--- src/rtl/inst_fetch_if.sv ---
// Handshake bundle for inst_fetch: CPU-side request/result signals and W_* bus read port.
// The fetch unit takes the master view; the CPU/bus environment takes the slave view.
interface inst_fetch_if #(
    parameter int ADDR_W = 32,
    parameter int DATA_W = 32
);
    logic              fetch_req;
    logic [ADDR_W-1:0] fetch_addr;
    logic              fetch_ack;
    logic              flush;
    logic              fetch_valid;
    logic [DATA_W-1:0] fetch_inst;
    logic              fetch_err;
    logic              busy;
    logic [ADDR_W-1:0] W_ADDR;
    logic              W_STB;
    logic [DATA_W-1:0] W_DAT_I;
    logic              W_ACK;

    modport master (
        input  fetch_req, fetch_addr, fetch_ack, flush, W_DAT_I, W_ACK,
        output fetch_valid, fetch_inst, fetch_err, busy, W_ADDR, W_STB
    );

    modport slave (
        output fetch_req, fetch_addr, fetch_ack, flush, W_DAT_I, W_ACK,
        input  fetch_valid, fetch_inst, fetch_err, busy, W_ADDR, W_STB
    );
endinterface

--- src/rtl/inst_fetch.sv ---
// Instruction fetch unit with a one-entry sequential prefetch buffer.
// Define FETCH_TIMEOUT_EN to add a bus-cycle watchdog of TIMEOUT clk cycles.
module inst_fetch #(
    parameter int ADDR_W  = 32,
    parameter int DATA_W  = 32,
    parameter int TIMEOUT = 16
) (
    input logic          clk,
    input logic          W_RST,
    inst_fetch_if.master bus
);

    localparam logic [1:0] ST_IDLE = 2'd0;
    localparam logic [1:0] ST_REQ  = 2'd1;
    localparam logic [1:0] ST_HOLD = 2'd2;
    localparam logic [1:0] ST_PREF = 2'd3;

    if (TIMEOUT < 1) begin : g_bad_timeout
        $error("inst_fetch: TIMEOUT must be at least 1");
    end

    logic [1:0]        state_q, state_d;
    logic              w_stb_q, w_stb_d;
    logic [ADDR_W-1:0] w_addr_q, w_addr_d;
    logic              fetch_valid_q, fetch_valid_d;
    logic [DATA_W-1:0] fetch_inst_q, fetch_inst_d;
    logic              fetch_err_q, fetch_err_d;
    logic              pf_valid_q, pf_valid_d;
    logic [ADDR_W-1:0] pf_addr_q, pf_addr_d;
    logic [DATA_W-1:0] pf_data_q, pf_data_d;
    logic [ADDR_W-1:0] last_addr_q, last_addr_d;
    logic              discard_q, discard_d;
    logic              eval_req;
    logic              tmo_hit;

`ifdef FETCH_TIMEOUT_EN
    localparam int TMO_W = (TIMEOUT > 1) ? $clog2(TIMEOUT) : 1;

    logic [TMO_W-1:0] tmo_cnt_q, tmo_cnt_d;

    assign tmo_hit = w_stb_q && !bus.W_ACK && (tmo_cnt_q == TMO_W'(TIMEOUT - 1));

    // Any state change or strobe gap starts a fresh bus cycle, so the count restarts.
    always_comb begin
        tmo_cnt_d = (w_stb_q && w_stb_d && (state_d == state_q)) ? tmo_cnt_q + 1'b1 : '0;
    end

    always_ff @(posedge clk) begin
        if (W_RST) tmo_cnt_q <= '0;
        else       tmo_cnt_q <= tmo_cnt_d;
    end
`else
    assign tmo_hit = 1'b0;
`endif

    // NOTE: every variable gets its hold value first so no path leaves it unassigned (no latches).
    always_comb begin
        state_d       = state_q;
        w_stb_d       = w_stb_q;
        w_addr_d      = w_addr_q;
        fetch_valid_d = fetch_valid_q;
        fetch_inst_d  = fetch_inst_q;
        fetch_err_d   = fetch_err_q;
        pf_valid_d    = pf_valid_q;
        pf_addr_d     = pf_addr_q;
        pf_data_d     = pf_data_q;
        last_addr_d   = last_addr_q;
        discard_d     = discard_q;
        eval_req      = 1'b0;

        case (state_q)
            ST_IDLE: begin
                eval_req = bus.fetch_req && !bus.flush;
            end

            ST_REQ: begin
                if (bus.flush) discard_d = 1'b1;
                if (bus.W_ACK || tmo_hit) begin
                    w_stb_d   = 1'b0;
                    discard_d = 1'b0;
                    if (discard_q || bus.flush) begin
                        state_d = ST_IDLE;
                    end else begin
                        fetch_valid_d = 1'b1;
                        fetch_err_d   = !bus.W_ACK;
                        fetch_inst_d  = bus.W_ACK ? bus.W_DAT_I : '0;
                        state_d       = ST_HOLD;
                    end
                end
            end

            ST_HOLD: begin
                if (bus.flush) begin
                    fetch_valid_d = 1'b0;
                    state_d       = ST_IDLE;
                end else if (bus.fetch_ack) begin
                    fetch_valid_d = 1'b0;
                    w_addr_d      = {last_addr_q[ADDR_W-1:2], 2'b00} + ADDR_W'(4);
                    w_stb_d       = 1'b1;
                    state_d       = ST_PREF;
                end
            end

            default: begin // ST_PREF
                if (bus.flush) discard_d = 1'b1;
                if (bus.W_ACK || tmo_hit) begin
                    w_stb_d   = 1'b0;
                    discard_d = 1'b0;
                    if (bus.W_ACK && !discard_q && !bus.flush) begin
                        pf_valid_d = 1'b1;
                        pf_addr_d  = w_addr_q;
                        pf_data_d  = bus.W_DAT_I;
                    end else begin
                        pf_valid_d = 1'b0;
                    end
                    if (bus.fetch_req && !bus.flush) eval_req = 1'b1;
                    else                             state_d  = ST_IDLE;
                end
            end
        endcase

        // Request evaluation sees the buffer as just updated above, so a PREF fill can hit at once.
        if (eval_req) begin
            last_addr_d = bus.fetch_addr;
            if (bus.fetch_addr[1:0] != 2'b00) begin
                fetch_valid_d = 1'b1;
                fetch_err_d   = 1'b1;
                fetch_inst_d  = '0;
                state_d       = ST_HOLD;
            end else if (pf_valid_d && (bus.fetch_addr == pf_addr_d)) begin
                fetch_valid_d = 1'b1;
                fetch_err_d   = 1'b0;
                fetch_inst_d  = pf_data_d;
                pf_valid_d    = 1'b0;
                state_d       = ST_HOLD;
            end else begin
                pf_valid_d = 1'b0;
                w_addr_d   = bus.fetch_addr;
                w_stb_d    = 1'b1;
                state_d    = ST_REQ;
            end
        end

        if (bus.flush) pf_valid_d = 1'b0;
    end

    // NOTE: state updates use non-blocking assignments so all flops sample the same pre-edge values.
    always_ff @(posedge clk) begin
        if (W_RST) begin
            state_q       <= ST_IDLE;
            w_stb_q       <= 1'b0;
            w_addr_q      <= '0;
            fetch_valid_q <= 1'b0;
            fetch_inst_q  <= '0;
            fetch_err_q   <= 1'b0;
            pf_valid_q    <= 1'b0;
            pf_addr_q     <= '0;
            pf_data_q     <= '0;
            last_addr_q   <= '0;
            discard_q     <= 1'b0;
        end else begin
            state_q       <= state_d;
            w_stb_q       <= w_stb_d;
            w_addr_q      <= w_addr_d;
            fetch_valid_q <= fetch_valid_d;
            fetch_inst_q  <= fetch_inst_d;
            fetch_err_q   <= fetch_err_d;
            pf_valid_q    <= pf_valid_d;
            pf_addr_q     <= pf_addr_d;
            pf_data_q     <= pf_data_d;
            last_addr_q   <= last_addr_d;
            discard_q     <= discard_d;
        end
    end

    assign bus.W_STB       = w_stb_q;
    assign bus.W_ADDR      = w_addr_q;
    assign bus.fetch_valid = fetch_valid_q;
    assign bus.fetch_inst  = fetch_inst_q;
    assign bus.fetch_err   = fetch_err_q;
    assign bus.busy        = (state_q != ST_IDLE);

endmodule

--- src/flat_wrapper.sv ---
// flat-port wrapper written by rule: the top's interface ports become plain ports
module inst_fetch_flat 
#(
    parameter int ADDR_W  = 32,
    parameter int DATA_W  = 32,
    parameter int TIMEOUT = 16
)
  (clk, W_RST, bus_fetch_req, bus_fetch_addr, bus_fetch_ack, bus_flush, bus_W_DAT_I, bus_W_ACK, bus_fetch_valid, bus_fetch_inst, bus_fetch_err, bus_busy, bus_W_ADDR, bus_W_STB);
  inst_fetch_if #(.ADDR_W(ADDR_W), .DATA_W(DATA_W)) bus_i ();
  input logic clk;
  input logic W_RST;
  input wire logic [$bits(bus_i.fetch_req)-1:0] bus_fetch_req;
  input wire logic [$bits(bus_i.fetch_addr)-1:0] bus_fetch_addr;
  input wire logic [$bits(bus_i.fetch_ack)-1:0] bus_fetch_ack;
  input wire logic [$bits(bus_i.flush)-1:0] bus_flush;
  input wire logic [$bits(bus_i.W_DAT_I)-1:0] bus_W_DAT_I;
  input wire logic [$bits(bus_i.W_ACK)-1:0] bus_W_ACK;
  output wire logic [$bits(bus_i.fetch_valid)-1:0] bus_fetch_valid;
  output wire logic [$bits(bus_i.fetch_inst)-1:0] bus_fetch_inst;
  output wire logic [$bits(bus_i.fetch_err)-1:0] bus_fetch_err;
  output wire logic [$bits(bus_i.busy)-1:0] bus_busy;
  output wire logic [$bits(bus_i.W_ADDR)-1:0] bus_W_ADDR;
  output wire logic [$bits(bus_i.W_STB)-1:0] bus_W_STB;
  assign bus_i.fetch_req = bus_fetch_req;
  assign bus_i.fetch_addr = bus_fetch_addr;
  assign bus_i.fetch_ack = bus_fetch_ack;
  assign bus_i.flush = bus_flush;
  assign bus_i.W_DAT_I = bus_W_DAT_I;
  assign bus_i.W_ACK = bus_W_ACK;
  assign bus_fetch_valid = bus_i.fetch_valid;
  assign bus_fetch_inst = bus_i.fetch_inst;
  assign bus_fetch_err = bus_i.fetch_err;
  assign bus_busy = bus_i.busy;
  assign bus_W_ADDR = bus_i.W_ADDR;
  assign bus_W_STB = bus_i.W_STB;
  inst_fetch #(.ADDR_W(ADDR_W), .DATA_W(DATA_W), .TIMEOUT(TIMEOUT)) u_core (.clk(clk), .W_RST(W_RST), .bus(bus_i));
endmodule
--- config.mk ---
export PLATFORM = sky130hd
export DESIGN_NAME = inst_fetch_flat
export DESIGN_NICKNAME = d
export VERILOG_FILES = /design/src/rtl/inst_fetch_if.sv /design/src/rtl/inst_fetch.sv /design/src/flat_wrapper.sv
export SDC_FILE = /design/constraint.sdc
export NUM_CORES = 1
export LEC_CHECK = 0
export ABC_CLOCK_PERIOD_IN_PS = 4100
export CORE_MARGIN = 3
export CORE_UTILIZATION = 45
export CTS_BUF_LIST = sky130_fd_sc_hd__clkbuf_4
export DETAILED_ROUTE_END_ITERATION = 7
export PLACE_DENSITY = 0.7
export REMOVE_ABC_BUFFERS = 1
export SYNTH_ARGS = -nofsm -noshare
export SYNTH_HDL_FRONTEND = slang
export SYNTH_SLANG_ARGS = --single-unit
--- constraint.sdc ---
create_clock -name clk -period 4.1 [get_ports clk]
set_input_delay 0.82 -clock clk [delete_from_list [all_inputs] [get_ports clk]]
set_output_delay 0.82 -clock clk [all_outputs]
set_load 0.01 [all_outputs]
==> results of run 1 <==
## cells by family (layout without fill, tap and decap cells)
| kind of cell | Yosys count | count (layout) | share of synthesized area (%) |
|---|---|---|---|
| other | 0 | 1 | 0 |
| buffers and inverters | 107 | 233 | 6.19 |
| DFF | 165 | 165 | 41.0 |
| and+or+nand+nor | 376 | 376 | 20.5 |
| adders and majority gates | 7 | 7 | 1.09 |
| AOI/OAI and AO/OA | 207 | 207 | 17.1 |
| xor gates and xnor gates | 46 | 46 | 5.01 |
| muxes | 73 | 73 | 9.12 |
## where the power goes
part	switching (mW)	total [mW]	internal, mW
clock network	0.686	0.967	0.281
registers	0.118	1.83	1.71
logic	0.504	0.917	0.413
total	1.31	3.71	2.40
## state kept, by name (all words and copies together) (netlist names)
register and count:
u_core.pf_addr_q 32, u_core.bus.fetch_inst 32, u_core.bus.fetch_valid 1, u_core.state_q 2, u_core.pf_data_q 32, u_core.bus.W_STB 1
u_core.discard_q 1, u_core.bus.W_ADDR 32, u_core.bus.fetch_err 1, u_core.last_addr_q 30, u_core.pf_valid_q 1
## cell type report
cell class	instances	area [um^2]
Fill cell	1601	7480
Multi-Input combinational cell	709	4290
Sequential cell	165	3300
Timing Repair Buffer	160	1620
Tap cell	225	282
Clock inverter	15	154
Inverter	41	154
Clock buffer	17	128
Antenna cell	1	2.50
## tightest hold or removal path: stages, from the launching register on
cell and delay, ns:
dfxtp_1 0.33, nand2_1 0.04, a21oi_1 0.07
## layout by cell type, fill, tap and decap left out, types with 4 or more instances in the layout
cell type / count
nand2_1: 200
dfxtp_1: 165
clkdlybuf4s50_1: 136
nor2_1: 101
a21oi_1: 97
mux2i_1: 72
inv_1: 41
a22o_1: 32
o21ai_0: 28
xor2_1: 24
xnor2_1: 22
buf_4: 18
nand3_1: 17
clkbuf_4: 17
nor2b_1: 11
nand4_1: 10
ha_1: 7
a221oi_1: 6
inv_6: 6
buf_12: 6
a211oi_1: 5
nand2b_1: 5
a222oi_1: 5
inv_8: 5
nor3_1: 4
and4_1: 4
## metal layers
layer / vias up / global-route usage, % / share of wire (%)
li1: 3584 / - / -
met1: 3407 / 33.2 / 48
met2: 181 / 36.4 / 46
met3: 14 / 4.50 / 5.5
met4: 0 / 5.00 / 0.84
met5: - / 0 / 0
## per-stage QoR
stage | instance area (um^2) | hold slack (ns) | std cells
CTS | 9930 | 0.474 | 1332
floorplan | 7700 | 0.427 | 915
global route | 9930 | 0.490 | 1333
global placement | 9650 | 0.446 | 1300
finish | 9930 | 0.472 | 1333
detailed placement | 9650 | 0.453 | 1300
## how the worst max path moves through the flow
stage | cells after the start | start | to
detailed placement | 12 | bus_W_ACK | u_core.bus.W_ADDR[16]
CTS | 12 | u_core.state_q[1] | u_core.bus.W_ADDR[16]
global placement | 12 | bus_W_ACK | u_core.bus.W_ADDR[21]
finish | 12 | u_core.state_q[1] | u_core.bus.W_ADDR[16]
global route | 12 | u_core.state_q[1] | u_core.bus.W_ADDR[16]
floorplan | 8 | bus_flush | u_core.bus.W_ADDR[10]
==> run_results.csv, run 1 <==
group,metric,value,unit
hold_path,hold_depth,2,
worst_setup_path,worst-path-buf-inv,3,
worst_setup_path,critPathTopFamily,"buffers and inverters",
worst_setup_path,r2r_slack,0.70,ns
worst_setup_path,critPathKind,"flip-flop to flip-flop",
timing,timing.final.crit_share,83.0,%
timing,clock.fmax,294,MHz
worst_setup_path,crit_path_max_fanout,22,
die,die_h,140,um
hold_path,whs_endpoint,"u_core.pf_data_q[26]",
die,io_pins,138,
pwr,ir_drop,0.000285,V
yosys,synth_largest_area_cell,"dfxtp_1",
pwr,total_power,3.71,mW
worst_setup_path,crit_required,4.58,ns
worst_setup_path,worst_r2r_endpoint,"u_core.bus.W_ADDR[16]",
yosys,syn_inst,981,
worst_setup_path,slowest_stage,"dfxtp_1",
global_route,overflow,0,
job,drv_cap,0,
die,start_util,46.2,%
hold_path,hp-start,"u_core.pf_data_q[26]",
cells_and_area,area_growth_syn_to_layout,23.4,%
routing,ant_nets,0,
hold_path,hold_class,"flip-flop to flip-flop",
clock_tree,cts_tree,"built",
die,die_w,140,um
clock_tree,htreeDepth,4,
pwr,p_leak,3.31,nW
routing,first_pass_iters,6,
pwr,power.density,374,nW/um^2
worst_setup_path,crit_path_end_kind,"flip-flop",
clock_tree,post-cts-setup-buffer-count,0,
worst_setup_path,cp_cell_sequence,"ha_1 -> nor4bb_4 -> buf_4 -> buf_4 -> mux2i_1 -> xnor2_1 -> o21ba_2 -> and4_1 -> a21oi_4 -> buf_12 -> mux2i_1 -> nor2_1",
clock_tree,clk_path_buf_depth,2,
routing,drc,0,
placement,dp_hpwl,15800,um
yosys,synth_seq_cells,165,
timing,setup_viol,0,
die,core-area,17400,um^2
timing,worst_slack,0.699,ns
worst_setup_path,reg2reg_depth,12,
routing,routed_wl,22900,um
clock_tree,cts.root.buffer_cell,"clkbuf_4",
yosys,yosys-top-cells-area,"dfxtp_1 (41%), nand2_1 (9.3%), mux2i_1 (9.0%)",
yosys,synthArstFlopShare,0,%
timing,rsz0062_at_grt,"false",
placement,gp_congestion,0.892,
yosys,yosysTopAreaCellShare,41.0,%
clock_tree,cts_sinks,165,
die,dieArea,19500,um^2
cells_and_area,finalNetCount,1171,
timing,skew,0.0260,ns
global_route,grt_pass1_wl,36800,um
worst_setup_path,start_kind,"flip-flop",
cells_and_area,utilization,57.0,%
run_status,status,"finished, final reports clean",
timing,finalHoldViolCount,0,
worst_setup_path,max_stage_delay,0.47,ns
cells_and_area,drive_gt1_share,6.87,%
timing,slew_viol_final,0,
worst_setup_path,r2r_start,"u_core.state_q[1]",
die,num_rows,48,
placement,dp_slack,0.128,ns
yosys,synth_common_cells,"nand2_1 (200), dfxtp_1 (165), nor2_1 (101), a21oi_1 (98), mux2i_1 (72)",
clock_tree,clock_latency,0.58,ns
yosys,synth_ff_type,"dfxtp_1",
global_route,grt_pass1_vias,6736,
clock_tree,path_clk_slew,0.17,ns
clock_tree,cts_hold_buffers,0,
global_route,grtUsageTotal,23.1,%
routing,wl_per_cell,17.1,um
global_route,grt_max_degree,69,
yosys,synth_area,8050,um^2
timing,setup-tns-final,0,ns
routing,viasPerCell,5.39,
yosys,yosysSeqAreaShare,41.0,%
timing,relSlewSlack,29.3,%
routing,via_count,7186,
yosys,yosysMostFrequentCell,"nand2_1",
global_route,antenna_found_initial,1,
clock_tree,cts_made_buffers,17,
yosys,synth-edff-count,0,
placement,io_buffers,137,
yosys,avgSynthCellArea,8.20,um^2
yosys,yosysUniqueCellTypes,61,
worst_setup_path,arrival,3.88,ns
timing,worst_pin_slew,1.05,ns
routing,drt_iter0_drc,582,
yosys,ys_warn_count,0,
clock_tree,cts_resized,0,
timing,period_minus_slack,3.40,ns
(Power assumes the default switching activity.)
==> inputs of run 2 (changes only) <==
- ABC_CLOCK_PERIOD_IN_PS: 4100 -> 2800
- PLACE_DENSITY: 0.7 -> 0.72
- clock period: 4.1 -> 2.8 ns (I/O delays scaled with it)
==> run 2 against run 1 <==
  * The run now ends with negative setup slack left
  * Register-to-register slack lost 0.85 ns
  * Wire length grew 6.8%
  * Clock power grew 62%
  * Sequential power grew 46%
  * Global-route usage grew 0.96 points
  * Clock-buffer cell count is the same
  * Utilization grew 5.9 points
  * Combinational power grew 71%
  * Hold slack lost 0.17 ns
  * Fmax grew 15%
  * Non-clock buffer count grew 86
  * Clock skew shrank 0.0031 ns
  * Highest routed layer unchanged
==> run_results.csv, run 2 (same netlist as run 1, synthesis figures left out) <==
group,metric,value,unit
cells_and_area,final_common_cell,"nand2_1",
worst_setup_path,crit_path_end_kind,"flip-flop",
clock_tree,cts_tree,"built",
hold_path,hp-start,"W_RST",
worst_setup_path,r2r_start,"u_core.state_q[0]",
die,dieArea,19500,um^2
worst_setup_path,arrival,3.45,ns
routing,drc,0,
placement,io_buffers,137,
worst_setup_path,critPathKind,"flip-flop to flip-flop",
run_status,status,"complete, but fails checks",
worst_setup_path,worst_r2r_endpoint,"u_core.bus.fetch_inst[1]",
die,die_h,140,um
global_route,antenna_found_initial,1,
timing,slew_viol_final,0,
clock_tree,cts_made_buffers,17,
worst_setup_path,crit_path_max_fanout,5,
clock_tree,clock_latency,0.57,ns
timing,skew,0.0229,ns
hold_path,hold_class,"input pin to flip-flop",
routing,viasPerCell,5.44,
placement,gp_congestion,0.908,
clock_tree,clk_path_buf_depth,2,
pwr,ir_drop,0.000374,V
global_route,grt_max_degree,100,
job,drv_cap,0,
cells_and_area,area_growth_syn_to_layout,36.3,%
routing,drt_iter0_drc,653,
die,core-area,17400,um^2
global_route,grt_pass1_vias,7257,
clock_tree,cts_sinks,165,
timing,clock.fmax,339,MHz
routing,first_pass_iters,5,
placement,dp_hpwl,16500,um
cells_and_area,final_area,11000,um^2
timing,setup-tns-final,-2.14,ns
clock_tree,path_clk_slew,0.17,ns
clock_tree,cts.root.buffer_cell,"clkbuf_4",
placement,dpl-instance-area,10100,um^2
cells_and_area,instances_no_fill,1419,
pwr,power.density,530,nW/um^2
global_route,overflow,0,
timing,relSlewSlack,68.8,%
worst_setup_path,r2r_slack,-0.15,ns
hold_path,hold_depth,2,
routing,ant_nets,0,
timing,finalHoldViolCount,0,
cells_and_area,utilization,63.0,%
die,start_util,46.2,%
worst_setup_path,crit_required,3.29,ns
timing,rsz0062_at_grt,"true",
hold_path,whs_endpoint,"u_core.pf_data_q[6]",
worst_setup_path,reg2reg_depth,11,
cells_and_area,drive_gt1_share,15.8,%
routing,routed_wl,24400,um
global_route,grtUsageTotal,24.1,%
worst_setup_path,start_kind,"flip-flop",
cells_and_area,finalNetCount,1257,
cells_and_area,layout_common_cells,"nand2_1 (199), dfxtp_1 (163), clkdlybuf4s50_1 (134), nor2_1 (99), a21oi_1 (97)",
run_status,violations,"negative setup slack",
die,num_rows,48,
die,io_pins,138,
clock_tree,htreeDepth,4,
timing,holdWs,0.302,ns
placement,post-place-cells,1363,
global_route,grt_pass1_wl,38200,um
routing,via_count,7719,
timing,worst_pin_slew,0.468,ns
die,die_w,140,um
timing,setup_viol,35,
timing,period_minus_slack,2.95,ns
timing,worst_slack,-0.152,ns
pwr,p_leak,3.86,nW
routing,wl_per_cell,17.2,um
timing,timing.final.crit_share,105,%
clock_tree,cts_hold_buffers,0,
-- run 2: cell types whose count changed in the layout (fill, tap and decap cells not counted), moves of 3 or more --
cell | before | now
mux2i_2 | 1 | 5
clkinv_8 | 2 | 5
inv_6 | 6 | 1
buf_6 | 0 | 9
mux2i_4 | 0 | 3
buf_12 | 6 | 11
buf_4 | 18 | 86
mux2i_1 | 72 | 65
-- run 2: critical path, cell delays in order, from the launching register on --
cell and delay (ns):
dfxtp_2 0.38, ha_4 0.15, nor4bb_4 0.20, buf_6 0.17, mux2i_1 0.25, o221ai_1 0.20
or4_4 0.57, and4b_2 0.34, o31ai_4 0.13, buf_4 0.18, buf_6 0.12, a22o_1 0.19
-- run 2: metrics by stage --
step,setup slack [ns],power (mW)
2_1_floorplan,-3.84,3.44
3_3_place_gp,-0.705,4.14
3_5_place_dp,-0.746,4.16
4_1_cts,-0.0693,5.77
5_1_grt,-0.209,6.08
6_report,-0.152,5.81
-- run 2: area by class of cell --
type	instances	area (um^2)
well taps	225	282
diodes	1	2.50
fillers	1506	6450
flip-flops and latches	165	3310
clock buffers	17	128
multi-input cells	709	4440
repair buffers	246	2440
inverters	41	154
clock inverters	15	210
-- run 2: metal layers --
layer	global-route usage, %	vias up	share of wire (%)
met5	0	-	0
met4	6.02	0	1.4
met3	4.33	27	6.1
met2	38.3	279	47
met1	34.1	3654	45
li1	-	3759	-
-- run 2: report_power, final --
group	switching, mW	internal (mW)
logic	0.822	0.750
registers	0.163	2.51
clock network	1.04	0.524
total	2.03	3.78
-- run 2: what timing repair did --
action	4_1_cts	5_1_grt
setup buffers	11	6
setup endpoints to repair	68	69
pin swaps	11	18
cloned	3	3
endpoints found under the hold margin	0	0
resized for setup	30	20
-- run 2: worst max-delay path by stage --
stage	cells after the start	start	to	slack (ns)
2_1_floorplan	9	u_core.state_q[1]	u_core.bus.W_ADDR[10]	-3.84
3_3_place_gp	13	bus_flush	u_core.bus.fetch_inst[18]	-0.71
3_5_place_dp	12	bus_W_ACK	u_core.bus.W_ADDR[20]	-0.75
4_1_cts	11	u_core.state_q[0]	u_core.bus.fetch_inst[6]	-0.07
5_1_grt	13	u_core.state_q[0]	u_core.bus.fetch_inst[2]	-0.21
6_report	11	u_core.state_q[0]	u_core.bus.fetch_inst[1]	-0.15
